[src/rtl/out_port_receiver.sv]
// ---------------------------------------------------------------------------
// out_port_receiver
//
// Consumer end of the processor OUT-port interface. Every word the core
// strobes out through outSignalEn/outPortData is captured into a small
// show-ahead FIFO and handed to an external device over a valid/ready
// handshake. This decouples single-cycle OUT strobes from a slower consumer.
// Occupancy, a sticky overflow flag and a saturating dropped-word counter are
// reported so software can tell when the consumer fell behind.
//
// Ports
//   clk            rising-edge clock shared with the processor
//   reset          synchronous, active-high; discards FIFO contents
//   outSignalEn    OUT strobe from the core, one word per high cycle
//   outPortData    OUT data, valid when outSignalEn=1
//   consumerReady  consumer accepts the head word this cycle
//   overflowClear  clears overflowFlag and dropCount
//   consumerData   head-of-FIFO word, 0 when empty
//   consumerValid  FIFO holds at least one word
//   fifoCount      entries held, 0..DEPTH
//   fifoFull       fifoCount == DEPTH
//   overflowFlag   sticky, set whenever a word is dropped
//   dropCount      words dropped, saturates at all-ones
// ---------------------------------------------------------------------------
module out_port_receiver #(
  parameter int DEPTH  = 8,
  parameter int AW     = 3,
  parameter int DATA_W = 16,
  parameter int DROP_W = 8
) (
  input  logic              clk,
  input  logic              reset,
  input  logic              outSignalEn,
  input  logic [DATA_W-1:0] outPortData,
  input  logic              consumerReady,
  input  logic              overflowClear,
  output logic [DATA_W-1:0] consumerData,
  output logic              consumerValid,
  output logic [AW:0]       fifoCount,
  output logic              fifoFull,
  output logic              overflowFlag,
  output logic [DROP_W-1:0] dropCount
);

  localparam logic [AW:0]       FULL_COUNT = (AW+1)'(DEPTH);
  localparam logic [DROP_W-1:0] DROP_MAX   = '1;

  logic [DATA_W-1:0] mem_q [DEPTH];
  logic [DATA_W-1:0] mem_d [DEPTH];
  logic [AW-1:0]     wr_ptr_q, wr_ptr_d;
  logic [AW-1:0]     rd_ptr_q, rd_ptr_d;
  logic [AW:0]       count_q, count_d;
  logic              overflow_q, overflow_d;
  logic [DROP_W-1:0] drop_q, drop_d;

  logic valid;
  logic full;
  logic pop;
  logic push;
  logic drop;

  // Status comes purely from registered state, so no input reaches an output
  // combinationally.
  assign valid = (count_q != '0);
  assign full  = (count_q == FULL_COUNT);

  // A push into a full FIFO is still accepted when the head leaves in the
  // same cycle; otherwise a strobe into a full FIFO is a drop.
  assign pop  = valid & consumerReady;
  assign push = outSignalEn & (~full | pop);
  assign drop = outSignalEn & full & ~pop;

  // Next-state logic for pointers, occupancy, storage and overflow tracking.
  // When full with push and pop together, wr_ptr equals rd_ptr: the head is
  // read out this cycle and overwritten at the same edge, which is safe.
  always_comb begin
    mem_d      = mem_q;
    wr_ptr_d   = wr_ptr_q;
    rd_ptr_d   = rd_ptr_q;
    count_d    = count_q;
    overflow_d = overflow_q;
    drop_d     = drop_q;

    if (push) begin
      mem_d[wr_ptr_q] = outPortData;
      wr_ptr_d        = wr_ptr_q + 1'b1;
    end

    if (pop) begin
      rd_ptr_d = rd_ptr_q + 1'b1;
    end

    if (push && !pop) begin
      count_d = count_q + 1'b1;
    end else if (pop && !push) begin
      count_d = count_q - 1'b1;
    end

    // A drop in the same cycle as a clear wins, so the clear restarts the
    // count at one rather than zero.
    if (drop) begin
      overflow_d = 1'b1;
      if (overflowClear) begin
        drop_d = DROP_W'(1);
      end else if (drop_q != DROP_MAX) begin
        drop_d = drop_q + 1'b1;
      end
    end else if (overflowClear) begin
      overflow_d = 1'b0;
      drop_d     = '0;
    end
  end

  // Control state, reset synchronously; reset overrides every other input.
  always_ff @(posedge clk) begin
    if (reset) begin
      wr_ptr_q   <= '0;
      rd_ptr_q   <= '0;
      count_q    <= '0;
      overflow_q <= 1'b0;
      drop_q     <= '0;
    end else begin
      wr_ptr_q   <= wr_ptr_d;
      rd_ptr_q   <= rd_ptr_d;
      count_q    <= count_d;
      overflow_q <= overflow_d;
      drop_q     <= drop_d;
    end
  end

  // Storage is never reset; resetting the pointers and count is enough to
  // discard the contents.
  always_ff @(posedge clk) begin
    mem_q <= mem_d;
  end

  // Show-ahead head word, forced to zero while empty.
  assign consumerData  = valid ? mem_q[rd_ptr_q] : '0;
  assign consumerValid = valid;
  assign fifoCount     = count_q;
  assign fifoFull      = full;
  assign overflowFlag  = overflow_q;
  assign dropCount     = drop_q;

endmodule

[config.mk]
export PLATFORM = sky130hd
export DESIGN_NAME = out_port_receiver
export DESIGN_NICKNAME = d
export VERILOG_FILES = /design/src/rtl/out_port_receiver.sv
export SDC_FILE = /design/constraint.sdc
export NUM_CORES = 1
export LEC_CHECK = 0
export BUFFER_PORTS_ARGS = -buffer_cell sky130_fd_sc_hd__buf_2
export CAP_MARGIN = 25
export CORE_AREA = 2 2 87 123
export DETAILED_ROUTE_END_ITERATION = 7
export DIE_AREA = 0 0 89 125
export PLACE_DENSITY = 0.75
export SLEW_MARGIN = 40
export SYNTH_ARGS = -nofsm -noshare
export SYNTH_HDL_FRONTEND = slang
export SYNTH_SLANG_ARGS = --single-unit
[constraint.sdc]
create_clock -name clk -period 6.78 [get_ports clk]
set_clock_uncertainty 0.15 [all_clocks]
set_input_delay 0.339 -clock clk [delete_from_list [all_inputs] [get_ports clk]]
set_output_delay 0.339 -clock clk [all_outputs]
set_load 0.05 [all_outputs]
==> results of run 1 <==
-- registers in the layout (all words and copies together) (netlist names) --
| signal | count |
|---|---|
| wr_ptr_q | 3 |
| fifoCount | 4 |
| dropCount | 8 |
| overflowFlag | 1 |
| rd_ptr_q | 3 |
| mem_q | 128 |
-- kinds of logic after synthesis --
kind of cell	synth area share, %
AOI/OAI and AO/OA	2.16
xor gates and xnor gates	0.888
adders and majority gates	1.61
buffers and inverters	1.54
DFF	71.4
muxes	15.6
and+or+nand+nor	6.87
-- through the flow --
stage                     setup WS (ns)  area [um2]  utilization, %  instances  hold slack, ns
after global routing               3.26        6990            69.0        548          0.0433
final                              3.40        6990            69.0        548          0.0433
after CTS                          3.43        6990            69.0        548          0.0240
after detailed placement           3.44        6420            63.4        516           0.328
after global placement             3.49        6410            63.2        514           0.306
after floorplan                    3.23        5920               -        330           0.288
-- layer usage --
metal | global-route usage (%) | part of all wire (%)
met1 | 27.3 | 41
met2 | 33.5 | 52
met3 | 6.01 | 5.5
met4 | 8.17 | 1.9
met5 | 0 | 0
-- synthesized netlist by cell type, types with 2 or more instances --
cell | instances | area, um2
a21oi_1 | 7 | 35.0
inv_2 | 2 | 7.51
nand3_1 | 7 | 35.0
mux4_2 | 32 | 721
nor2b_1 | 3 | 18.8
a211oi_1 | 3 | 22.5
nor4_2 | 3 | 37.5
nand2_1 | 11 | 41.3
nor2_1 | 34 | 128
mux2i_1 | 19 | 190
xnor2_1 | 2 | 17.5
buf_2 | 3 | 15.0
clkbuf_1 | 11 | 41.3
nand2b_1 | 2 | 12.5
nor4_1 | 2 | 12.5
nor3b_1 | 3 | 22.5
dfxtp_1 | 19 | 380
nor3_1 | 5 | 25.0
ha_1 | 6 | 75.1
nand4_1 | 2 | 12.5
o21ai_1 | 2 | 10.0
xor2_1 | 4 | 35.0
edfxtp_1 | 128 | 3840
-- final cells by class --
class	instances	area (um2)
flip-flops and latches	147	4230
fillers	672	3140
multi-input cells	163	1650
clock buffers	19	433
repair buffers	64	357
well taps	138	173
clock inverters	13	134
inverters	4	20.0
-- path summary, 6_finish.rpt --
kind | from | end | slack [ns] | cells past startpoint
max | fifoCount[0] | fifoCount[3] | 3.40 | 10
min | outPortData[0] | mem_q[0] | 0.04 | 1
max reg2reg | fifoCount[0] | fifoCount[3] | 3.40 | 10
min reg2reg | overflowFlag | overflowFlag | 0.34 | 2
-- power by group --
| group | total [W] | leakage [nW] | internal [W] | switching [W] |
|---|---|---|---|---|
| Combinational | 0.000841 | 0.776 | 0.000294 | 0.000547 |
| Sequential | 0.00107 | 1.32 | 0.00104 | 0.0000391 |
| Clock | 0.000884 | 0.275 | 0.000541 | 0.000343 |
==> flow_metrics.py, run 1 <==
metrics = {
    "run_status": {
        "outcome": "completed",
    },
    "setup_path": {
        "cp_top_family": "compound AO/OA/AOI/OAI gates",
        "cpPeakStageDelay_ns": 0.76,
        "worst_setup_path_start_kind": "flop",
        "cp.required_ns": 6.93,
        "worstSetupPathType": "reg2reg",
        "crit_chain": "or4b_1 -> o21ai_2 -> inv_2 -> ha_1 -> inv_1 -> ha_1 -> a21oi_1 -> a211oi_1 -> a31oi_1 -> mux2_2",
        "crit_arrival_ns": 3.53,
        "crit_top_cell": "ha_1",
        "endpoint_kind": "flop",
        "cp_num_buf_inv": 2,
        "crit_slowest_cell": "or4b_1",
        "cp_max_fo": 7,
    },
    "timing": {
        "finalCritPeriodShare_pct": 49.9,
        "rsz0062_at_grt": "false",
        "tightest_slew_ns": 0.750,
        "fmax_mhz": 295,
        "setup_viol": 0,
        "slew_violations": 0,
        "layout_min_cycle_time_ns": 3.38,
        "finalSetupTns_ns": 0,
        "relSlewSlack_pct": 49.7,
        "hold_viol_final": 0,
    },
    "route": {
        "drc": 0,
        "drt_iter0_markers": 180,
        "post_drt_wl_per_cell_um": 19.7,
        "dr_total_vias": 3135,
        "drt-total-wl_um": 10800,
        "viasPerCell": 5.72,
        "drt_pass1_iterations": 4,
        "ant_nets": 0,
    },
    "cts": {
        "cts_hold_buf": 0,
        "root_buffer": "clkbuf_16",
        "clock_sinks": 147,
        "postCtsSetupRepairBufs": 0,
        "cts_resized": 0,
        "clock_path_buffers": 2,
        "clk_latency_ns": 0.40,
        "cts_max_level": 4,
        "cts_tree": "built",
        "cts_buffers": 17,
        "clkSlewWorstSetupHoldPaths_ns": 0.06,
    },
    "min_path": {
        "hold_path.class": "in2reg",
    },
    "final_layout": {
        "layout_commonest_cell": "edfxtp_1",
        "final_cell_mix": "edfxtp_1 (128), buf_2 (51), nor2_1 (34)",
        "area_growth_pct": 18.1,
        "nets": 425,
        "drive_above_1_share_pct": 35.1,
        "diodes": 0,
    },
    "power": {
        "power_w": 0.00280,
        "powerDensity_nw_per_um2": 400,
        "vdd_drop_max_v": 0.000319,
        "p_leak_nw": 2.37,
    },
    "die": {
        "io_pins": 52,
        "core_um2": 10100,
        "die_y_um": 125,
        "start_util_pct": 58.4,
        "fp.dieW_um": 89,
        "std_cell_rows": 44,
        "dieArea_um2": 11100,
    },
    "placement": {
        "hpwl_um": 6380,
        "place.gp.congestion": 0.796,
        "portBuffers": 51,
    },
    "logic_synthesis": {
        "yosys_warnings": 0,
        "synth.net_count": 358,
        "synth_ff_type": "edfxtp_1",
        "synthArstFlopShare_pct": 0,
        "synth_enable_flop_cells": 128,
        "syn_inst": 330,
        "ys_types": 43,
        "syn_area_per_cell_um2": 17.9,
        "synth_area_um2": 5920,
        "synth_seq_cells": 147,
        "ys_seq_area_share_pct": 71.4,
    },
    "global_route": {
        "grt_pass1_wl_um": 16600,
        "grt_pass1_vias": 3114,
        "antenna_found_initial": 0,
        "track_usage_pct": 21.0,
        "grt-ovfl-total": 0,
        "grt_start_max_net_pins": 35,
    },
    "job": {
        "max_cap_viol_count": 0,
    },
}
(Power assumes the default switching activity.)
==> inputs of run 2 (changes only) <==
--- a/config.mk
+++ b/config.mk
@@ -7,10 +7,10 @@
 export LEC_CHECK = 0
 export BUFFER_PORTS_ARGS = -buffer_cell sky130_fd_sc_hd__buf_2
 export CAP_MARGIN = 25
-export CORE_AREA = 2 2 87 123
+export CORE_AREA = 2 2 88 124
 export DETAILED_ROUTE_END_ITERATION = 7
-export DIE_AREA = 0 0 89 125
-export PLACE_DENSITY = 0.75
+export DIE_AREA = 0 0 90 126
+export PLACE_DENSITY = 0.74
 export SLEW_MARGIN = 40
 export SYNTH_ARGS = -nofsm -noshare
 export SYNTH_HDL_FRONTEND = slang
==> constraint.sdc (replaced) <==
create_clock -name clk -period 3.3 [get_ports clk]
set_clock_uncertainty 0.15 [all_clocks]
set_input_delay 0.165 -clock clk [delete_from_list [all_inputs] [get_ports clk]]
set_output_delay 0.165 -clock clk [all_outputs]
set_load 0.05 [all_outputs]
==> run 2 against run 1 <==
Compared with the run above: cell count rose by 3.8%; core utilization up 2.0 points; critical path depth is the same; critical path type unchanged; largest cell class unchanged; die area is 1.9% higher; flip-flop and latch count unchanged; sequential power is 110% higher; count of clock-buffer cells in the layout is 1 lower; combinational power is 100% higher.
==> flow_metrics.py, run 2 (synthesized netlist as in run 1, its figures left out) <==
metrics = {
    "cts": {
        "cts_hold_buf": 21,
        "cts_tree": "built",
        "clock_sinks": 147,
        "cts_resized": 0,
        "cts_max_level": 4,
        "clk_latency_ns": 0.41,
        "cts_buffers": 17,
        "root_buffer": "clkbuf_16",
        "clkSlewWorstSetupHoldPaths_ns": 0.06,
        "clock_path_buffers": 2,
        "postCtsSetupRepairBufs": 0,
    },
    "timing": {
        "relSlewSlack_pct": 48.2,
        "layout_min_cycle_time_ns": 2.99,
        "fmax_mhz": 335,
        "hold_viol_final": 0,
        "finalCritPeriodShare_pct": 90.5,
        "setup_viol": 0,
        "rsz0062_at_grt": "false",
        "slew_violations": 0,
        "finalSetupTns_ns": 0,
        "tightest_slew_ns": 0.774,
    },
    "final_layout": {
        "drive_above_1_share_pct": 33.4,
        "regMostFlops": "mem_q",
        "final_cell_mix": "edfxtp_1 (128), buf_2 (51), nor2_1 (34)",
        "layout_commonest_cell": "edfxtp_1",
        "final_area_um2": 7280,
        "fillers": 651,
        "nets": 448,
        "multi_input_area_um2": 1670,
        "area_growth_pct": 22.9,
        "largest_reg_flops": 128,
        "seq_area_um2": 4230,
        "diodes": 0,
    },
    "route": {
        "drt_pass1_iterations": 7,
        "drt-total-wl_um": 11400,
        "drc": 0,
        "ant_nets": 0,
        "post_drt_wl_per_cell_um": 20.1,
        "dr_total_vias": 3265,
        "viasPerCell": 5.74,
        "drt_iter0_markers": 276,
    },
    "power": {
        "powerDensity_nw_per_um2": 810,
        "p_leak_nw": 2.49,
        "vdd_drop_max_v": 0.000459,
    },
    "setup_path": {
        "reg2reg_slack_ns": 0.31,
        "crit_arrival_ns": 3.13,
        "worst_setup_path_start_kind": "flop",
        "cp_max_fo": 6,
        "cp.required_ns": 3.44,
        "endpoint_kind": "flop",
        "worstSetupPathType": "reg2reg",
    },
    "global_route": {
        "grt_busiest_layer": "met2",
        "grt-ovfl-total": 0,
        "met2_usage_pct": 37.6,
        "grt_pass1_wl_um": 18100,
        "track_usage_pct": 21.5,
        "use_met1_pct": 25.7,
        "antenna_found_initial": 0,
        "grt_start_max_net_pins": 31,
        "grt_pass1_vias": 3384,
        "grt_use_met3_pct": 5.14,
    },
    "die": {
        "fp.dieW_um": 90,
        "std_cell_rows": 44,
        "start_util_pct": 57.8,
        "io_pins": 52,
        "die_y_um": 126,
        "core_um2": 10200,
        "dieArea_um2": 11300,
    },
    "placement": {
        "hpwl_um": 6660,
        "postPlaceCellArea_um2": 6470,
        "portBuffers": 51,
        "place.gp.congestion": 0.788,
    },
    "run_status": {
        "outcome": "completed",
    },
    "job": {
        "max_cap_viol_count": 0,
    },
    "min_path": {
        "hold_path.class": "in2reg",
    },
}
[run 2: power by group]
group | leakage [nW] | switching (W) | internal [W]
combinational | 0.880 | 0.00109 | 0.000632
sequential | 1.32 | 0.000130 | 0.00213
clock | 0.294 | 0.000676 | 0.00125
total | 2.49 | 0.00189 | 0.00401
[run 2: metrics by stage]
step	setup WS (ns)	power, W	hold WS, ns	util (%)	instances
after global placement	0.451	0.00398	0.278	63.1	518
after detailed placement	0.331	0.00400	0.287	63.1	518
final	0.314	0.00590	0.0226	71.1	569
after floorplan	0.0825	0.00357	0.114	-	330
after global routing	0.0867	0.00610	0.0251	71.1	569
after CTS	0.318	0.00594	0.0110	71.0	569
[run 2: critical path: stages (launching register included)]
cell	delay, ns
dfxtp_1	0.39
or4b_1	0.60
o21ai_2	0.18
inv_2	0.09
ha_1	0.20
inv_1	0.13
ha_1	0.29
a21oi_1	0.22
a211oi_1	0.11
a31oi_1	0.17
mux2_2	0.34
[run 2: area by class of cell]
cell class | instances | area share, %
clock inverter | 12 | 2.27
multi-input combinational | 163 | 23.0
timing repair buffer | 87 | 8.12
sequential | 147 | 58.1
clock buffer | 18 | 5.90
inverter | 4 | 0.275
tap | 138 | 2.37
[run 2: path summary, 6_finish.rpt]
check / cells past startpoint / start / end
worst min-delay path: 4 / outSignalEn / wr_ptr_q[2]
worst max-delay path: 10 / fifoCount[0] / fifoCount[3]
worst min register to register: 2 / dropCount[3] / dropCount[3]
worst max register to register: 10 / fifoCount[0] / fifoCount[3]
[run 2: layer usage]
layer  vias up  routed length [um]
met5         -                   0
met4         0                 239
met3        21                 597
met2       104                6160
met1      1655                4430
li1       1485                   -
==> inputs of run 3 (changes only) <==
--- a/config.mk
+++ b/config.mk
@@ -7,10 +7,10 @@
 export LEC_CHECK = 0
 export BUFFER_PORTS_ARGS = -buffer_cell sky130_fd_sc_hd__buf_2
 export CAP_MARGIN = 25
-export CORE_AREA = 2 2 88 124
+export CORE_AREA = 8 8 135 187
 export DETAILED_ROUTE_END_ITERATION = 7
-export DIE_AREA = 0 0 90 126
-export PLACE_DENSITY = 0.74
+export DIE_AREA = 0 0 143 195
+export PLACE_DENSITY = 0.38
 export SLEW_MARGIN = 40
 export SYNTH_ARGS = -nofsm -noshare
 export SYNTH_HDL_FRONTEND = slang
==> run 3 against run 2 <==
Compared with the run above: non-clock buffer count up 1; register-to-register slack about the same; flip-flop and latch count unchanged; fmax up 0.37%; global-route usage down 11 points; via count down 0.77%; count of clock-buffer cells in the layout down 1; power up 1.4%; core utilization down 38 points; critical path depth unchanged; die area up 150%.
==> flow_metrics.py, run 3 (synthesized netlist as in run 1, its figures left out) <==
metrics = {
    "final_layout": {
        "regMostFlops": "mem_q",
        "drive_above_1_share_pct": 34.3,
        "layout_commonest_cell": "edfxtp_1",
        "final_cell_mix": "edfxtp_1 (128), buf_2 (51), nor2_1 (33)",
        "final_area_um2": 7490,
        "fillers": 2157,
        "area_growth_pct": 26.5,
        "nets": 449,
        "diodes": 0,
        "largest_reg_flops": 128,
    },
    "placement": {
        "portBuffers": 51,
        "hpwl_um": 8060,
        "place.gp.congestion": 0.719,
        "postPlaceCellArea_um2": 6670,
        "dp_slack_ns": 0.336,
    },
    "global_route": {
        "track_usage_pct": 10.5,
        "grt_start_max_net_pins": 35,
        "antenna_found_initial": 0,
        "grt_pass1_wl_um": 21400,
        "grt-ovfl-total": 0,
        "grt_pass1_vias": 3598,
    },
    "cts": {
        "cts_tree": "built",
        "clk_latency_ns": 0.41,
        "postCtsSetupRepairBufs": 0,
        "cts_buffers": 17,
        "cts_resized": 0,
        "root_buffer": "clkbuf_16",
        "clock_sinks": 147,
        "clock_path_buffers": 2,
        "cts_hold_buf": 22,
        "clkSlewWorstSetupHoldPaths_ns": 0.07,
        "cts_max_level": 4,
    },
    "setup_path": {
        "cp.required_ns": 3.45,
        "cp_top_family": "compound AO/OA/AOI/OAI gates",
        "crit_chain": "or4b_1 -> o21ai_2 -> inv_2 -> ha_1 -> inv_1 -> ha_1 -> a21oi_1 -> a211oi_1 -> a31oi_1 -> mux2_2",
        "cp_num_buf_inv": 2,
        "cp_max_fo": 6,
        "endpoint_kind": "flop",
        "crit_top_cell": "ha_1",
        "cpPeakStageDelay_ns": 0.61,
        "crit_slowest_cell": "or4b_1",
        "worstSetupPathType": "reg2reg",
        "worst_setup_path_start_kind": "flop",
        "crit_arrival_ns": 3.13,
    },
    "power": {
        "vdd_drop_max_v": 0.000417,
        "power.switching_w": 0.00207,
        "pwr-share-seq_pct": 36.8,
        "comb_power_share_pct": 30.6,
        "clockPowerShare_pct": 32.6,
        "swShare_pct": 34.7,
        "powerDensity_nw_per_um2": 799,
        "p_int_w": 0.00391,
        "p_leak_nw": 2.50,
    },
    "die": {
        "fp.dieW_um": 143,
        "dieArea_um2": 27900,
        "die_y_um": 195,
        "start_util_pct": 26.5,
        "core_um2": 22400,
        "std_cell_rows": 65,
        "io_pins": 52,
    },
    "route": {
        "drt-total-wl_um": 13800,
        "drt_pass1_iterations": 4,
        "viasPerCell": 4.41,
        "post_drt_wl_per_cell_um": 18.8,
        "top_layer": "met4",
        "drt_iter0_markers": 150,
        "wl_met3_um": 523,
        "met1Wirelength_um": 6170,
        "wl_met2_um": 7000,
        "drc": 0,
        "ant_nets": 0,
        "dr_total_vias": 3240,
    },
    "timing": {
        "holdWs_ns": 0.408,
        "slew_violations": 0,
        "finalSetupTns_ns": 0,
        "setup_ws_ns": 0.325,
        "relSlewSlack_pct": 62.8,
        "layout_min_cycle_time_ns": 2.97,
        "hold_viol_final": 0,
        "setup_viol": 0,
        "finalCritPeriodShare_pct": 90.1,
        "tightest_slew_ns": 0.558,
        "rsz0062_at_grt": "false",
        "fmax_mhz": 336,
    },
    "job": {
        "max_cap_viol_count": 0,
    },
    "min_path": {
        "hold_path.class": "in2reg",
    },
    "run_status": {
        "outcome": "completed",
    },
}
## run 3: cell type report
type	count	area (um2)	share of cell area [%]
Sequential cell	147	4230	56.4
Timing Repair Buffer	88	601	8.02
Multi-Input combinational cell	163	1670	22.3
Clock buffer	17	425	5.68
Tap cell	301	377	5.03
Clock inverter	15	169	2.26
Inverter	4	20.0	0.267
## run 3: worst paths after layout
path             endpoint  slack [ns]            start  depth (start not counted)
max          fifoCount[3]        0.33     fifoCount[0]                         10
min             mem_q[10]        0.41  outPortData[10]                          2
max reg2reg  fifoCount[3]        0.33     fifoCount[0]                         10
min reg2reg  dropCount[3]        0.42     dropCount[3]                          2
## run 3: routing by layer
layer / track usage [%] / vias to the layer above
met5: 0 / -
met4: 3.44 / 0
met3: 2.73 / 8
met2: 18.0 / 64
met1: 12.4 / 1682
li1: - / 1486
## run 3: worst reg2reg max path: cells and delay by family (launching register included)
kind | cells | cell delay (ns)
fa+ha+maj | 2 | 0.48
mux | 1 | 0.35
simple gates | 1 | 0.61
flops | 1 | 0.39
compound gates | 4 | 0.67
buf+inv | 2 | 0.22
## run 3: per-stage QoR
step / instances / util, % / total power, W
after floorplan: 330 / - / 0.00357
after global placement: 681 / 29.8 / 0.00410
after detailed placement: 681 / 29.8 / 0.00411
after CTS: 735 / 33.5 / 0.00611
after global routing: 735 / 33.5 / 0.00627
final: 735 / 33.5 / 0.00598
## run 3: power by group through the flow
stage          Clock, W  Combinational (W)  Sequential [W]
6_report        0.00195            0.00183         0.00220
5_1_grt         0.00208            0.00198         0.00221
2_1_floorplan         0            0.00130         0.00227
4_1_cts         0.00201            0.00190         0.00220
3_5_place_dp          0            0.00187         0.00224
3_3_place_gp          0            0.00187         0.00223
